`src/rtl/matvec_stream.sv`:
```
// Streaming fixed-point y = W*x: x is buffered once, W streams row-major,
// and each y[i] is emitted on a valid/ready stream as soon as its row completes.
module matvec_stream #(
  parameter int N    = 128,
  parameter int D    = 32,
  parameter int DW   = 16,
  parameter int FRAC = 8,
  parameter int ACCW = 2*DW + $clog2(N)
) (
  input  logic                 clk,
  input  logic                 rst_n,
  input  logic                 start,
  input  logic                 x_valid,
  output logic                 x_ready,
  input  logic signed [DW-1:0] x_data,
  input  logic                 w_valid,
  output logic                 w_ready,
  input  logic signed [DW-1:0] w_data,
  output logic                 y_valid,
  input  logic                 y_ready,
  output logic signed [DW-1:0] y_data,
  output logic                 y_last,
  output logic                 busy,
  output logic                 done
);

  localparam int CW = (N > 1) ? $clog2(N) : 1;
  localparam int RW = (D > 1) ? $clog2(D) : 1;
  localparam logic [CW-1:0] COL_LAST = CW'(N - 1);
  localparam logic [RW-1:0] ROW_LAST = RW'(D - 1);
  localparam logic signed [ACCW-1:0] Y_MAX = {{(ACCW-DW+1){1'b0}}, {(DW-1){1'b1}}};
  localparam logic signed [ACCW-1:0] Y_MIN = {{(ACCW-DW+1){1'b1}}, {(DW-1){1'b0}}};

  typedef enum logic [1:0] {IDLE, LOAD_X, MAC, OUT} state_t;

  state_t                 state, state_nxt;
  logic [CW-1:0]          col;
  logic [RW-1:0]          row;
  logic signed [ACCW-1:0] acc;
  logic signed [DW-1:0]   xbuf [N];

  logic                   x_hs, w_hs, y_hs, col_end, row_end;
  logic signed [2*DW-1:0] w_ext, x_ext, prod;
  logic signed [ACCW-1:0] prod_ext, sum;

  // Floor (arithmetic shift) to the output scale, then clamp to DW bits.
  function automatic logic signed [DW-1:0] shift_sat(input logic signed [ACCW-1:0] v);
    logic signed [ACCW-1:0] s;
    s = v >>> FRAC;
    if (s > Y_MAX)
      return Y_MAX[DW-1:0];
    else if (s < Y_MIN)
      return Y_MIN[DW-1:0];
    return s[DW-1:0];
  endfunction

  assign x_hs    = x_valid & x_ready;
  assign w_hs    = w_valid & w_ready;
  assign y_hs    = y_valid & y_ready;
  assign col_end = (col == COL_LAST);
  assign row_end = (row == ROW_LAST);

  assign w_ext    = (2*DW)'(w_data);
  assign x_ext    = (2*DW)'(xbuf[col]);
  assign prod     = w_ext * x_ext;
  assign prod_ext = ACCW'(prod);
  // First beat of a row starts a fresh sum instead of adding to the stale one.
  assign sum      = (col == '0) ? prod_ext : acc + prod_ext;

  always_ff @(posedge clk or posedge rst_n) begin
    if (rst_n)
      state <= IDLE;
    else
      state <= state_nxt;
  end

  always_comb begin
    state_nxt = state;
    x_ready   = 1'b0;
    w_ready   = 1'b0;
    y_valid   = 1'b0;
    busy      = 1'b1;
    unique case (state)
      IDLE: begin
        busy = 1'b0;
        if (start)
          state_nxt = LOAD_X;
      end
      LOAD_X: begin
        x_ready = 1'b1;
        if (x_hs && col_end)
          state_nxt = MAC;
      end
      MAC: begin
        w_ready = 1'b1;
        if (w_hs && col_end)
          state_nxt = OUT;
      end
      OUT: begin
        y_valid = 1'b1;
        if (y_hs)
          state_nxt = row_end ? IDLE : MAC;
      end
      default: state_nxt = IDLE;
    endcase
  end

  always_ff @(posedge clk or posedge rst_n) begin
    if (rst_n) begin
      col    <= '0;
      row    <= '0;
      acc    <= '0;
      y_data <= '0;
      y_last <= 1'b0;
      done   <= 1'b0;
    end else begin
      done <= 1'b0;
      unique case (state)
        IDLE: begin
          if (start) begin
            col <= '0;
            row <= '0;
          end
        end
        LOAD_X: begin
          if (x_hs)
            col <= col_end ? '0 : col + 1'b1;
        end
        MAC: begin
          if (w_hs) begin
            acc <= sum;
            if (col_end) begin
              col    <= '0;
              y_data <= shift_sat(sum);
              y_last <= row_end;
            end else begin
              col <= col + 1'b1;
            end
          end
        end
        OUT: begin
          if (y_hs) begin
            if (row_end)
              done <= 1'b1;
            else
              row <= row + 1'b1;
          end
        end
        default: ;
      endcase
    end
  end

  // x buffer is deliberately left out of reset; it is always reloaded before use.
  always_ff @(posedge clk) begin
    if (x_hs)
      xbuf[col] <= x_data;
  end

endmodule

```
`config.mk`:
```
export PLATFORM = sky130hd
export DESIGN_NAME = matvec_stream
export DESIGN_NICKNAME = d
export VERILOG_FILES = /design/src/rtl/matvec_stream.sv
export SDC_FILE = /design/constraint.sdc
export NUM_CORES = 2
export LEC_CHECK = 0
export CAP_MARGIN = 25
export CORE_ASPECT_RATIO = 0.7
export CORE_UTILIZATION = 30
export CTS_CLUSTER_DIAMETER = 80
export DETAILED_ROUTE_END_ITERATION = 8
export PLACE_DENSITY_LB_ADDON = 0.2
export SLEW_MARGIN = 15
export SYNTH_ARGS = -nofsm -noshare
export SYNTH_HDL_FRONTEND = slang
export SYNTH_SLANG_ARGS = --single-unit
```
`constraint.sdc`:
```
create_clock -name clk -period 13.2 [get_ports clk]
set_input_delay 2.64 -clock clk [delete_from_list [all_inputs] [get_ports clk]]
set_output_delay 2.64 -clock clk [all_outputs]
set_load 0.005 [all_outputs]
```
==> out/metrics.yaml <==
outcome: "finished, final reports clean"
cts_root_buf: "clkbuf_16"
die_area_um2: 304100
dp_hpwl_mm: 195.7
cts_tree: "yes"
synth_cell_types: 82
syn_area_um2: 90550
critPathMaxStageDelay_ps: 610
cts_buffer_depth: 4
gr-total-overflow: 0
fin_crit_sh_pct: 96.13
crit_family: "compound AO/OA/AOI/OAI gates"
r2r_end: "y_data[15]"
yosys_warnings: 0
core_area_um2: 299700
drc: 0
synth_edf_count: 2048
critPathRequiredTime_ps: 13960
synth_nets: 6109
die-width_um: 658.7
area_growth_pct: 16.22
yosys.area.top_type: "edfxtp_1"
syn_inst: 5677
clkSlewWorstSetupHoldPaths_ps: 70
ys_async_sr_fraction_pct: 3.351
clkLatencyLatePin_ps: 880
hold_path_startpoint: "acc[34]"
synth_seq_area_share_pct: 69.88
portBuffers: 59
rr_worst_depth: 39
dp_slack_ps: 274.1
crit_top_cell: "fa_1"
hold_path_end: "acc[34]"
synthTopCellsByCount: "2048 x edfxtp_1, 721 x a22oi_1, 315 x inv_1"
rows: 168
drv_slew: 0
final_nets: 6449
hp-class: "flip-flop to flip-flop"
cp_data_arrival_time_ps: 13450
ys_ff_latch: 2119
grt_pass1_vias: 52450
track_usage_pct: 19.57
final.setup.worst_slack_ps: 511.0
numCtsBuffers: 204
critPathCaptureType: "flip-flop"
startpoint_type: "flip-flop"
clock_sinks: 2119
fin_crit_ps: 12690
fill_cells: 28550
drt_iter0_drc: 7181
grt_pass1_wl_mm: 424.3
path_class: "flip-flop to flip-flop"
drtPass1Iterations: 6
hold_viol: 0
holdPathStages: 2
ant_nets: 0
avgViaCountPerCell: 5.418
htree_levels: 4
drive_gt1_share_pct: 15.27
path_buf_inv: 9
cp_max_fo: 17
ys.flop_type: "edfxtp_1"
cts_hold_buf: 0
grt_max_degree: 88
critPathSlowestCell: "dfrtp_4"
num_vias: 55080
skew_ps: 62.60
reg2reg_from: "col[1]"
grt_antenna_before_repair: 20
ioPinCount: 60
setup_viol: 0
yosys-top-cells-area: "edfxtp_1 68%, a22oi_1 6.0%, fa_1 5.8%, mux4_2 2.1%, dfrtp_1 2.0%"
routedWlPerCell_um: 30.03
synth_most_common_cell: "edfxtp_1"
dieHeight_um: 461.7
slew_headroom_pct: 27.00
start_util_pct: 30.21
syn_avg_cell_area_um2: 15.95
rrSetupSlack_ps: 510
gp_congestion: 0.8703
tightest_slew_ps: 1085
drt-total-wl_mm: 305.2
max_freq_mhz: 78.81
maxCapViolCount: 0
synth.top_cell.area_share_pct: 67.91
kinds of logic (layout without fill, tap and decap cells):
kind of cell             count (synthesis)  after routing  synth area share, %
XOR/XNOR                                71             71               0.6867
buffers and inverters                  658           1142                2.911
AND/OR/NAND/NOR                        886            888                4.811
multiplexers                           103            103                2.319
adder cells (fa/ha/maj)                394            394                7.624
flip-flops                            2119           2119                69.88
other                                    0              8                    0
AO/OA/AOI/OAI                         1446           1446                11.77
worst max-delay path by stage:
stage	startpoint	end	slack, ps	cells after the start
2_1_floorplan	col[1]	y_data[10]	2030	42
3_3_place_gp	col[0]	y_data[15]	90	36
3_5_place_dp	col[1]	y_data[15]	270	37
4_1_cts	col[2]	y_data[15]	260	37
5_1_grt	col[2]	y_data[13]	-8	40
6_report	col[1]	y_data[15]	510	39
layout by cell type, fill, tap and decap left out, types with 20 or more instances in the layout:
cell | netlist | final
nand3_1 | 41 | 39
clkinv_1 | 0 | 44
dfrtp_1 | 71 | 65
a221oi_1 | 98 | 98
nor2_2 | 0 | 87
nand2_1 | 250 | 247
clkbuf_16 | 0 | 208
xnor2_1 | 52 | 51
edfxtp_1 | 2048 | 2048
a31oi_1 | 77 | 76
nor2_1 | 227 | 135
nor2b_1 | 20 | 20
ha_1 | 131 | 131
clkdlybuf4s50_1 | 0 | 43
buf_4 | 0 | 364
and2_1 | 134 | 134
a22oi_1 | 721 | 720
nor4_1 | 33 | 29
buf_12 | 0 | 40
a22o_1 | 94 | 94
o211ai_1 | 25 | 25
a41oi_1 | 90 | 90
clkbuf_1 | 174 | 44
nand4_1 | 91 | 91
clkinv_2 | 0 | 32
fa_1 | 263 | 263
a21oi_1 | 114 | 113
inv_1 | 315 | 314
mux4_2 | 85 | 85
o21ai_0 | 111 | 108
final cells by class:
class	count	area (µm²)	area share (%)
repair buffers	473	4350	4.134
clock inverters	100	937.1	0.8904
multi-input cells	2902	25080	23.83
inverters	317	1192	1.133
flip-flops and latches	2119	63290	60.14
well taps	3995	4999	4.749
clock buffers	252	5370	5.103
diodes	8	20.02	0.01902
tightest hold or removal path, cell delays in order (launching register included):
cell     delay (ps)
dfrtp_1         360
nand2_1          50
nand2_1          50
per-layer routing:
metal  GRT usage (%)  part of all wire (%)  vias up  wire length (µm)
li1                -                     -    23070                 -
met1           30.96                    48    29290            145800
met2           26.99                    40     2397            123500
met3           4.698                   9.9      314             30360
met4           3.538                   1.8        8              5543
met5               0                 0.018        -                55
state kept, by name, indices dropped and copies added (netlist names):
register  flops
state         2
col           7
row           5
acc          39
done          1
y_data       16
y_last        1
xbuf       2048
metrics by stage:
| stage | hold slack [ps] | area (µm²) | util (%) | TNS [ps] | instances |
|---|---|---|---|---|---|
| 3_5_place_dp | 478.3 | 98680 | 32.92 | 0 | 9791 |
| 3_3_place_gp | 463.6 | 98320 | 32.80 | 0 | 9766 |
| 5_1_grt | 514.7 | 105200 | 35.10 | -19.98 | 10160 |
| 4_1_cts | 496.3 | 105000 | 35.03 | 0 | 10140 |
| 6_report | 486.1 | 105200 | 35.11 | 0 | 10170 |
| 2_1_floorplan | 445.3 | 90550 | - | 0 | 5677 |
timing repair:
| action | CTS | global route |
|---|---|---|
| gates resized for setup | 0 | 13 |
| setup endpoints to repair | 0 | 16 |
| setup buffers | 0 | 7 |
Power is left out: the tool's default activity adds up to more than one toggle a clock period on the data nets, which glitch-free logic cannot reach.
